--- config.mk ---
export PLATFORM = sky130hd
export DESIGN_NAME = bitwise_logic_unit_div_flat
export DESIGN_NICKNAME = d
export VERILOG_FILES = /design/src/rtl/bitwise_logic_unit_div_if.sv /design/src/rtl/bitwise_logic_unit_div.sv /design/src/flat_wrapper.sv
export SDC_FILE = /design/constraint.sdc
export NUM_CORES = 1
export LEC_CHECK = 0
export CORE_ASPECT_RATIO = 1.5
export CORE_MARGIN = 8
export CORE_UTILIZATION = 45
export CTS_CLUSTER_SIZE = 16
export DETAILED_ROUTE_END_ITERATION = 10
export GPL_TIMING_DRIVEN = 0
export PLACE_DENSITY = 0.71
export SYNTH_ARGS = -nofsm -noshare
export SYNTH_HDL_FRONTEND = slang
export SYNTH_SLANG_ARGS = --single-unit
--- constraint.sdc ---
create_clock -name clk -period 2.4 [get_ports clk]
set_input_delay 0.36 -clock clk [delete_from_list [all_inputs] [get_ports clk]]
set_output_delay 0.36 -clock clk [all_outputs]
set_load 0.05 [all_outputs]
--- src/rtl/bitwise_logic_unit_div_if.sv ---
// ---------------------------------------------------------------------------
// bitwise_logic_unit_div_if
// Operand/result bundle for bitwise_logic_unit_div.
//   in_valid  source presents a, b, op
//   in_ready  unit can take operands this cycle
//   op        operation select (3 bits)
//   a, b      WIDTH-bit operands
//   z         registered WIDTH-bit result
//   parity    XOR-reduction of z, registered with z
//   out_valid one-cycle pulse when z/parity were updated
//   tick      divider strobe
// master = operand source / result consumer, slave = the unit itself.
// ---------------------------------------------------------------------------
interface bitwise_logic_unit_div_if #(
    parameter int WIDTH = 8
);
    logic             in_valid;
    logic             in_ready;
    logic [2:0]       op;
    logic [WIDTH-1:0] a;
    logic [WIDTH-1:0] b;
    logic [WIDTH-1:0] z;
    logic             parity;
    logic             out_valid;
    logic             tick;

    modport master (
        output in_valid, op, a, b,
        input  in_ready, z, parity, out_valid, tick
    );

    modport slave (
        input  in_valid, op, a, b,
        output in_ready, z, parity, out_valid, tick
    );
endinterface

--- src/rtl/bitwise_logic_unit_div.sv ---
// ---------------------------------------------------------------------------
// bitwise_logic_unit_div
// Registered bitwise logic unit paced by an internal divide-by-DIV strobe.
// Operands are accepted over a valid/ready handshake into a one-deep holding
// register and executed on the next divider tick.
//   clk  rising-edge clock
//   rst  synchronous, active-low reset
//   en   block enable; low clears divider, holding register and outputs
//   bus  slave side of bitwise_logic_unit_div_if (handshake, operands,
//        result, parity, out_valid, tick)
// Operations: 0 XOR, 1 AND, 2 OR, 3 XNOR, 4 NAND, 5 NOR, 6 NOT A, 7 PASS A.
// ---------------------------------------------------------------------------
module bitwise_logic_unit_div #(
    parameter int WIDTH = 8,
    parameter int DIV   = 8
) (
    input logic                    clk,
    input logic                    rst,
    input logic                    en,
    bitwise_logic_unit_div_if.slave bus
);
    localparam int             CW   = (DIV > 1) ? $clog2(DIV) : 1;
    localparam logic [CW-1:0]  LAST = CW'(DIV - 1);

    logic [CW-1:0]    cnt;
    logic             hold_full;
    logic [WIDTH-1:0] a_h;
    logic [WIDTH-1:0] b_h;
    logic [2:0]       op_h;
    logic [WIDTH-1:0] res;
    logic [WIDTH-1:0] z_q;
    logic             parity_q;
    logic             out_valid_q;
    logic             tick;
    logic             capture;

    // Strobe is qualified by en only, so with DIV=1 it simply follows en.
    assign tick    = en && (cnt == LAST);

    // A full holder can still accept on a tick: the old operands leave for
    // execution on the same edge, which sustains one result per tick.
    assign bus.in_ready = rst && en && (!hold_full || tick);
    assign capture      = bus.in_valid && bus.in_ready;

    // Result of the held operation.
    always_comb begin
        res = a_h;
        case (op_h)
            3'd0:    res = a_h ^ b_h;
            3'd1:    res = a_h & b_h;
            3'd2:    res = a_h | b_h;
            3'd3:    res = ~(a_h ^ b_h);
            3'd4:    res = ~(a_h & b_h);
            3'd5:    res = ~(a_h | b_h);
            3'd6:    res = ~a_h;
            default: res = a_h;
        endcase
    end

    // Divider, holding register and result registers. Reset and a dropped
    // enable both discard pending operands so no stale result can appear.
    always_ff @(posedge clk) begin
        if (!rst || !en) begin
            cnt         <= '0;
            hold_full   <= 1'b0;
            a_h         <= '0;
            b_h         <= '0;
            op_h        <= 3'd0;
            z_q         <= '0;
            parity_q    <= 1'b0;
            out_valid_q <= 1'b0;
        end else begin
            cnt <= (cnt == LAST) ? '0 : cnt + 1'b1;

            if (tick && hold_full) begin
                z_q         <= res;
                parity_q    <= ^res;
                out_valid_q <= 1'b1;
            end else begin
                out_valid_q <= 1'b0;
            end

            if (capture) begin
                a_h       <= bus.a;
                b_h       <= bus.b;
                op_h      <= bus.op;
                hold_full <= 1'b1;
            end else if (tick) begin
                hold_full <= 1'b0;
            end
        end
    end

    assign bus.z         = z_q;
    assign bus.parity    = parity_q;
    assign bus.out_valid = out_valid_q;
    assign bus.tick      = tick;
endmodule

--- src/flat_wrapper.sv ---
// flat-port wrapper written by rule: the top's interface ports become plain ports
module bitwise_logic_unit_div_flat 
#(
    parameter int WIDTH = 8,
    parameter int DIV   = 8
)
  (clk, rst, en, bus_in_valid, bus_op, bus_a, bus_b, bus_in_ready, bus_z, bus_parity, bus_out_valid, bus_tick);
  bitwise_logic_unit_div_if #(.WIDTH(WIDTH)) bus_i ();
  input logic clk;
  input logic rst;
  input logic en;
  input wire logic [$bits(bus_i.in_valid)-1:0] bus_in_valid;
  input wire logic [$bits(bus_i.op)-1:0] bus_op;
  input wire logic [$bits(bus_i.a)-1:0] bus_a;
  input wire logic [$bits(bus_i.b)-1:0] bus_b;
  output wire logic [$bits(bus_i.in_ready)-1:0] bus_in_ready;
  output wire logic [$bits(bus_i.z)-1:0] bus_z;
  output wire logic [$bits(bus_i.parity)-1:0] bus_parity;
  output wire logic [$bits(bus_i.out_valid)-1:0] bus_out_valid;
  output wire logic [$bits(bus_i.tick)-1:0] bus_tick;
  assign bus_i.in_valid = bus_in_valid;
  assign bus_i.op = bus_op;
  assign bus_i.a = bus_a;
  assign bus_i.b = bus_b;
  assign bus_in_ready = bus_i.in_ready;
  assign bus_z = bus_i.z;
  assign bus_parity = bus_i.parity;
  assign bus_out_valid = bus_i.out_valid;
  assign bus_tick = bus_i.tick;
  bitwise_logic_unit_div #(.WIDTH(WIDTH), .DIV(DIV)) u_core (.clk(clk), .rst(rst), .en(en), .bus(bus_i));
endmodule
==> run_results.csv, run 1 <==
group,metric,value,unit
status,status,"completed",
timing,worst_pin_slew,0.633,ns
clock_tree,cts.sinks,33,
synthesis,ys_seq_elements,33,
synthesis,synth.yosys.warnings,0,
power,ir_worst_vdd,0.362,mV
power,pwr-share-comb,21.2,%
critical_path,required,2.04,ns
clock_tree,cts_setup_buffers,0,
critical_path,critPathBufInv,1,
cells_and_area,drive_above_1_share,9.87,%
power,clock_power_share,35.4,%
synthesis,yosys_most_used_dff,"dfxtp_1",
power,switchingPower,0.000357,W
power,seqPwrFrac,43.3,%
drt,routed_via_density,5.23,
critical_path,arrival,1.88,ns
timing,finalHoldViolCount,0,
placement,dp_hpwl,4100,microns
synthesis,syn_area,0.00218,sq mm
clock_tree,clock-root-buffer,"clkbuf_8",
power,p_leak,1.07,nW
timing,final-setup-viol-count,0,
synthesis,ys_types,35,
cells_and_area,nNetsFinal,354,
die,die_area,0.00739,sq mm
critical_path,cp_max_fo,5,
clock_tree,h-tree-depth,2,
die,initial_core_util,45.8,%
drt,drc,0,
power,p_int,0.000964,W
timing,fmax,0.447,GHz
drt,ant_nets,0,
placement,numPortBuffers,34,
drt,vias,1989,
critical_path,worst_path_max_delay_cell,"dlygate4sd2_1",
synthesis,netlist_instances,273,
drt,wl_per_cell,14.1,microns
flow_run,maxCapViolCount,0,
grt,track_usage,15.8,%
synthesis,synth_seq_area_share,30.2,%
synthesis,synthTopCellsByCount,"nand2_1, dfxtp_1, nor2_1",
drt,drtIter0Drc,90,
critical_path,startpoint_type,"register",
die,die_w,72.9,microns
timing,min_period,2.24,ns
die,rows,31,
drt,firstDrtPassIters,4,
hold_path,min_path_type,"reg2reg",
grt,grt_pass1_wl,9230,microns
synthesis,synth_largest_area_cell,"dfxtp_1",
grt,grt_pass1_vias,2128,
power,p_sw_share,27.0,%
die,die_h,101,microns
timing,rsz0062_at_grt,"no",
clock_tree,max-clock-path-buffers,2,
timing,slew_headroom,57.8,%
synthesis,synth_edf_count,0,
drt,wirelength,5370,microns
clock_tree,cts-buffers-inserted,5,
cells_and_area,post-route-cell-area,0.00274,sq mm
cells_and_area,area_growth,25.3,%
critical_path,crit_path_max_incr_delay,0.55,ns
synthesis,synth_top_area_share,30.2,%
placement,gp_congestion,0.870,
placement,place_area,0.00261,sq mm
grt,antenna_found_initial,0,
critical_path,path_common_cell,"ha_1",
synthesis,synth.area.top_cells,"dfxtp_1, ha_1, nand2_1",
die,io_pins,35,
clock_tree,cts_tree,"done",
cells_and_area,antenna_cells,0,
timing,finalMaxSlewViolations,0,
power,p_per_area,482,mW/mm^2
cells_and_area,utilization,57.4,%
clock_tree,cts_hold_buf,0,
die,coreArea,0.00477,sq mm
critical_path,path_class,"reg2out",
synthesis,syn_avg_cell_area,8.00,sq um
critical_path,path_cells,"ha_1, ha_1, nand2_1, a21oi_2, dlygate4sd2_1",
synthesis,async_reset_ff_share,0,%
clock_tree,clock_latency,0.29,ns
synthesis,yosysMostFrequentCell,"nand2_1",
synthesis,syn-num-nets,314,
grt,grt_overflow,0,
timing,fin_skew,0.0104,ns
critical_path,path_delay_family,"buffers and inverters",
timing,period_share,93.3,%
critical_path,end_kind,"primary output",
timing,timing.setup.tns,0,ns
clock_tree,clk_pin_slew_worst_paths,0.07,ns
grt,grt_max_degree,11,
==> layout make-up <==
cell class,count,area [sq um]
Clock buffer,7,96.3
Fill cell,481,2030
Inverter,19,71.3
Sequential cell,33,663
Tap cell,66,82.6
Buffer,19,108
Clock inverter,1,5.00
Timing Repair Buffer,34,342
Multi-Input combinational cell,201,1370
==> final timing paths <==
check,from,end,slack (ns),cells past startpoint
worst max-delay path,u_core.cnt[0],bus_in_ready,0.16,5
worst min-delay path,u_core.cnt[0],u_core.cnt[0],0.43,1
worst max register to register,u_core.a_h[4],u_core.bus.parity,0.17,9
worst min register to register,u_core.cnt[0],u_core.cnt[0],0.43,1
==> flip-flops by register name, summed over array words and instances, names as in the netlist <==
| register | flops |
|---|---|
| u_core.a_h | 8 |
| u_core.b_h | 8 |
| u_core.bus.z | 8 |
| u_core.cnt | 3 |
| u_core.op_h | 3 |
| u_core.bus.out_valid | 1 |
| u_core.bus.parity | 1 |
| u_core.hold_full | 1 |
==> worst register-to-register path, cell delays in order (launching register included) <==
cell and delay [ns]:
dfxtp_1 0.33, inv_1 0.08, ha_1 0.30, nor2_2 0.08
a21oi_1 0.04, mux4_2 0.51, xnor2_2 0.16, xnor2_1 0.20
xnor3_1 0.35, a21oi_2 0.11
==> cells in the final DEF (no fill, tap or decap), drive strengths merged, types with 4 or more instances in the layout <==
master,synthesis,final
nand2,37,37
nor2,33,33
dfxtp,33,33
clkdlybuf4s50,0,32
inv,19,19
ha,18,18
clkbuf,11,18
o31ai,17,17
a21oi,17,17
o21ai,14,14
a211oi,14,14
mux2i,9,9
buf,9,8
xor2,6,6
nand2b,5,5
xnor2,4,4
==> power groups by stage <==
| stage | combinational (W) | sequential (W) | clock [W] |
|---|---|---|---|
| detailed placement | 0.000269 | 0.000585 | 0 |
| CTS | 0.000272 | 0.000572 | 0.000476 |
| finish | 0.000281 | 0.000572 | 0.000467 |
| global route | 0.000312 | 0.000574 | 0.000499 |
| floorplan | 0.000191 | 0.000582 | 0 |
| global placement | 0.000267 | 0.000584 | 0 |
==> logic make-up (layout without fill, tap and decap cells) <==
logic type	after synthesis	in the layout	share of synthesized area, %
flip-flops	33	33	30.2
buffers and inverters	39	80	8.19
XOR/XNOR	11	11	5.04
AND/OR/NAND/NOR	88	88	17.1
multiplexers	12	12	7.22
AO/OA/AOI/OAI	72	72	21.9
adder cells (fa/ha/maj)	18	18	10.3
==> what timing repair did <==
action / in CTS / in global routing
setup endpoints to repair: 1 / 21
pin swaps: 0 / 4
resized for setup: 1 / 14
==> stage by stage <==
stage,instances,hold slack (ns),worst slack (ns),power (W)
3_3_place_gp,373,0.414,-0.0938,0.000850
5_1_grt,380,0.461,0.00918,0.00139
6_report,380,0.432,0.161,0.00132
4_1_cts,381,0.435,0.00779,0.00132
3_5_place_dp,373,0.424,-0.148,0.000853
2_1_floorplan,273,0.404,0.148,0.000773
==> per-layer routing <==
metal	wire [microns]	track usage (%)
met5	0	0
met2	2730	27.6
met3	208	3.47
met1	2280	16.7
met4	148	9.60
Note: power is estimated with default switching activity, not from simulation.
==> run 2, diff against run 1 <==
==> constraint.sdc (replaced) <==
create_clock -name clk -period 2.4 [get_ports clk]
set_input_delay 0.72 -clock clk [delete_from_list [all_inputs] [get_ports clk]]
set_output_delay 0.72 -clock clk [all_outputs]
set_load 0.05 [all_outputs]
==> run_results.csv, run 2 (synthesis results as in run 1) <==
group,metric,value,unit
clock_tree,cts.sinks,33,
cells_and_area,area_growth,26.0,%
drt,wirelength,5390,microns
critical_path,cp_max_fo,4,
clock_tree,clock_latency,0.29,ns
drt,drtIter0Drc,63,
cells_and_area,mostFrequentLayoutCells,"nand2_1, nor2_1, dfxtp_1",
timing,fin_skew,0.00809,ns
grt,antenna_found_initial,0,
cells_and_area,antenna_cells,0,
clock_tree,cts-buffers-inserted,5,
timing,slew_headroom,58.3,%
cells_and_area,nNetsFinal,357,
critical_path,arrival,2.54,ns
power,ir_worst_vdd,0.358,mV
power,p_per_area,479,mW/mm^2
grt,grt_pass1_vias,2134,
die,initial_core_util,45.8,%
power,p_leak,1.07,nW
die,die_w,72.9,microns
critical_path,crit_end,"u_core.bus.parity",
drt,drc,0,
die,rows,31,
critical_path,r2r_slack,0.08,ns
grt,grt_overflow,0,
timing,worst_pin_slew,0.626,ns
critical_path,end_kind,"register",
clock_tree,clock-root-buffer,"clkbuf_8",
critical_path,worstRegToRegCells,9,
critical_path,path_delay_family,"compound AO/OA/AOI/OAI gates",
critical_path,worst_path_max_delay_cell,"dfxtp_1",
die,io_pins,35,
grt,track_usage,15.9,%
flow_run,maxCapViolCount,0,
drt,routed_via_density,5.22,
timing,timing.setup.tns,0,ns
placement,gp_congestion,0.870,
timing,min_period,2.32,ns
critical_path,rr_startpoint,"u_core.a_h[3]",
timing,rsz0062_at_grt,"yes",
grt,grt_max_degree,11,
critical_path,required,2.62,ns
critical_path,startpoint_type,"register",
die,coreArea,0.00477,sq mm
critical_path,crit_path_max_incr_delay,0.39,ns
critical_path,r2r-end,"u_core.bus.parity",
die,die_h,101,microns
placement,numPortBuffers,34,
critical_path,path_class,"reg2reg",
clock_tree,clk_pin_slew_worst_paths,0.07,ns
drt,firstDrtPassIters,4,
critical_path,path_cells,"inv_1, ha_1, nand2b_1, a211o_1, a211oi_1, a211oi_1, xnor2_1, xnor3_1, a21oi_1",
cells_and_area,final_common_cell,"nand2_1",
timing,period_share,96.7,%
drt,vias,1999,
drt,ant_nets,0,
hold_path,min_path_type,"reg2reg",
drt,wl_per_cell,14.1,microns
placement,dp_hpwl,4100,microns
clock_tree,cts_tree,"done",
critical_path,crit_start,"u_core.a_h[3]",
clock_tree,max-clock-path-buffers,2,
status,status,"completed",
critical_path,cp.depth,9,
cells_and_area,utilization,57.7,%
critical_path,critPathBufInv,1,
grt,grt_pass1_wl,9270,microns
critical_path,path_common_cell,"a211oi_1",
timing,finalHoldViolCount,0,
die,die_area,0.00739,sq mm
timing,fmax,0.431,GHz
timing,final-setup-viol-count,0,
timing,finalMaxSlewViolations,0,
cells_and_area,drive_above_1_share,10.1,%
clock_tree,h-tree-depth,2,
==> run 2: cell count changes in the layout (fill, tap and decap cells not counted), sizes merged <==
cell,delta
clkbuf,-1
clkdlybuf4s50,-2
buf,+6
==> run 2: worst register-to-register path, cell delays in order (launching register included) <==
cell and delay, ns:
dfxtp_1 0.39, inv_1 0.08, ha_1 0.29, nand2b_1 0.18, a211o_1 0.31, a211oi_1 0.21, a211oi_1 0.09, xnor2_1 0.22
xnor3_1 0.35, a21oi_1 0.14
==> run 2: through the flow <==
step | hold slack, ns | total power [W] | worst slack, ns | instance area [sq um] | std cells
after floorplan | 0.404 | 0.000773 | 0.102 | 2190 | 273
after global placement | 0.414 | 0.000850 | -0.675 | 2610 | 373
after detailed placement | 0.424 | 0.000853 | -0.688 | 2610 | 373
after CTS | 0.435 | 0.00132 | 0.0217 | 2730 | 382
after global routing | 0.461 | 0.00138 | -0.0898 | 2750 | 383
final | 0.432 | 0.00132 | 0.0781 | 2750 | 383
==> run 2: repair_timing <==
action / CTS / global route
buffers inserted: 1 / 2
pin swaps: 1 / 1
resized for setup: 19 / 2
hold buffers: 0 / 0
setup endpoints to repair: 21 / 21
cloned: 0 / 0
==> run 2: power breakdown <==
group          switching [W]  internal (W)
Clock               0.000208      0.000259
Combinational       0.000136      0.000142
Sequential         0.0000103      0.000562
Total               0.000354      0.000963
==> run 2: area by class of cell <==
cell class	instances	area, sq um
repair buffers	37	360
fillers	476	2020
clock buffers	7	96.3
plain buffers	19	108
inverters	19	71.3
multi-input cells	201	1370
flip-flops and latches	33	661
clock inverters	1	5.00
well taps	66	82.6
==> run 2: metal layers <==
layer	vias to the layer above	GRT usage [%]	wire length, microns
met5	-	0	0
met4	0	9.60	189
met3	13	3.47	256
met2	56	27.7	2700
met1	905	16.8	2250
li1	1025	-	-
==> run 2: worst min-delay path by stage <==
stage | depth (start not counted) | start | end | slack (ns)
after floorplan | 1 | u_core.cnt[0] | u_core.cnt[0] | 0.40
after global placement | 1 | u_core.cnt[0] | u_core.cnt[0] | 0.41
after detailed placement | 1 | u_core.cnt[0] | u_core.cnt[0] | 0.42
after CTS | 1 | u_core.cnt[0] | u_core.cnt[0] | 0.44
after global routing | 1 | u_core.cnt[0] | u_core.cnt[0] | 0.46
final | 1 | u_core.cnt[0] | u_core.cnt[0] | 0.43
==> run 3, diff against run 2 <==
Settings changed: CORE_ASPECT_RATIO 1.5 to unset, CORE_MARGIN 8 to 10.
==> run_results.csv, run 3 (synthesis results as in run 1) <==
group,metric,value,unit
drt,drtIter0Drc,84,
power,p_leak,1.04,nW
hold_path,min_path_type,"reg2reg",
critical_path,cp_max_fo,4,
placement,numPortBuffers,34,
drt,ant_nets,0,
die,die_h,89.7,microns
grt,grt_pass1_vias,1935,
flow_run,maxCapViolCount,0,
placement,place_ws,-0.697,ns
critical_path,rr_startpoint,"u_core.a_h[3]",
critical_path,startpoint_type,"input port",
clock_tree,cts_tree,"done",
critical_path,crit_end,"bus_in_ready",
cells_and_area,instances_no_fill,381,
timing,fin_ws,-0.0522,ns
timing,finalMaxSlewViolations,0,
die,rows,25,
drt,wirelength,5370,microns
critical_path,path_class,"in2out",
critical_path,worstRegToRegCells,9,
power,power,0.00125,W
cells_and_area,post-route-cell-area,0.00270,sq mm
cells_and_area,nNetsFinal,354,
clock_tree,max-clock-path-buffers,2,
timing,slew_headroom,57.4,%
clock_tree,cts_setup_buffers,0,
timing,timing.setup.tns,-0.0522,ns
critical_path,crit_start,"en",
drt,drc,0,
drt,vias,2016,
timing,finalHoldViolCount,0,
timing,worst_pin_slew,0.639,ns
placement,gp_congestion,0.818,
die,die_area,0.00804,sq mm
grt,antenna_found_initial,0,
clock_tree,clock-root-buffer,"clkbuf_8",
clock_tree,cts.sinks,33,
die,die_w,89.7,microns
clock_tree,h-tree-depth,2,
drt,routed_via_density,5.29,
power,ir_worst_vdd,0.282,mV
die,initial_core_util,46.3,%
grt,grt_max_degree,11,
status,violations,"setup timing",
placement,dp_hpwl,4050,microns
clock_tree,clock_latency,0.29,ns
drt,wl_per_cell,14.1,microns
timing,min_period,2.45,ns
cells_and_area,area_growth,23.6,%
critical_path,r2r_slack,0.17,ns
cells_and_area,drive_above_1_share,8.60,%
grt,track_usage,14.1,%
clock_tree,clk_pin_slew_worst_paths,0.06,ns
critical_path,required,1.68,ns
placement,dp.cells,374,
clock_tree,cts_hold_buf,0,
timing,fmax,0.408,GHz
status,status,"finished with violations",
critical_path,arrival,1.73,ns
critical_path,r2r-end,"u_core.bus.parity",
die,coreArea,0.00472,sq mm
clock_tree,cts-buffers-inserted,5,
power,p_per_area,464,mW/mm^2
timing,period_share,102,%
cells_and_area,mostFrequentLayoutCells,"nand2_1, nor2_1, clkdlybuf4s50_1, dfxtp_1, inv_1",
cells_and_area,final_common_cell,"nand2_1",
timing,final-setup-viol-count,1,
grt,grt_pass1_wl,8840,microns
die,io_pins,35,
grt,grt_overflow,0,
timing,fin_skew,0.00415,ns
timing,rsz0062_at_grt,"yes",
cells_and_area,antenna_cells,0,
critical_path,end_kind,"primary output",
drt,firstDrtPassIters,5,
placement,place_area,0.00261,sq mm
==> run 3: per-stage QoR <==
step | utilization [%] | hold WS (ns)
2_1_floorplan | - | 0.404
3_3_place_gp | 55.3 | 0.419
3_5_place_dp | 55.3 | 0.419
4_1_cts | 57.0 | 0.434
5_1_grt | 57.2 | 0.463
6_report | 57.2 | 0.430
==> run 3: what timing repair did <==
item / 4_1_cts / 5_1_grt
setup endpoints to repair: 21 / 21
endpoints found under the hold margin: 0 / 0
pin swaps: 0 / 2
resized for setup: 15 / 3
==> run 3: per-layer routing <==
| metal | track usage (%) | vias up | wire length [microns] |
|---|---|---|---|
| met4 | 5.78 | 0 | 111 |
| li1 | - | 1017 | - |
| met1 | 17.1 | 953 | 2430 |
| met5 | 0 | - | 0 |
| met2 | 23.2 | 36 | 2560 |
| met3 | 3.52 | 10 | 262 |
==> run 3: how the worst min path moves through the flow <==
stage | from | slack (ns) | end | cells after the start
5_1_grt | u_core.cnt[0] | 0.46 | u_core.cnt[0] | 1
3_5_place_dp | u_core.cnt[0] | 0.42 | u_core.cnt[0] | 1
3_3_place_gp | u_core.cnt[0] | 0.42 | u_core.cnt[0] | 1
2_1_floorplan | u_core.cnt[0] | 0.40 | u_core.cnt[0] | 1
4_1_cts | u_core.cnt[0] | 0.43 | u_core.cnt[0] | 1
6_report | u_core.cnt[0] | 0.43 | u_core.cnt[0] | 1
==> run 3: layout make-up <==
class	count	area [sq um]
inverters	19	71.3
fillers	443	2020
clock buffers	6	72.6
multi-input cells	201	1350
flip-flops and latches	33	662
repair buffers	34	339
plain buffers	19	108
well taps	67	83.8
clock inverters	2	10.0
==> run 3: critical path: stages <==
cell and delay, ns:
clkdlybuf4s50_1 0.51, nand2_1 0.11, a21oi_2 0.20, buf_6 0.19
==> run 3: power breakdown <==
| group | internal, W | switching [W] | total (W) |
|---|---|---|---|
| combinational | 0.000139 | 0.000134 | 0.000273 |
| sequential | 0.000562 | 0.0000103 | 0.000573 |
| clock | 0.000201 | 0.000206 | 0.000407 |
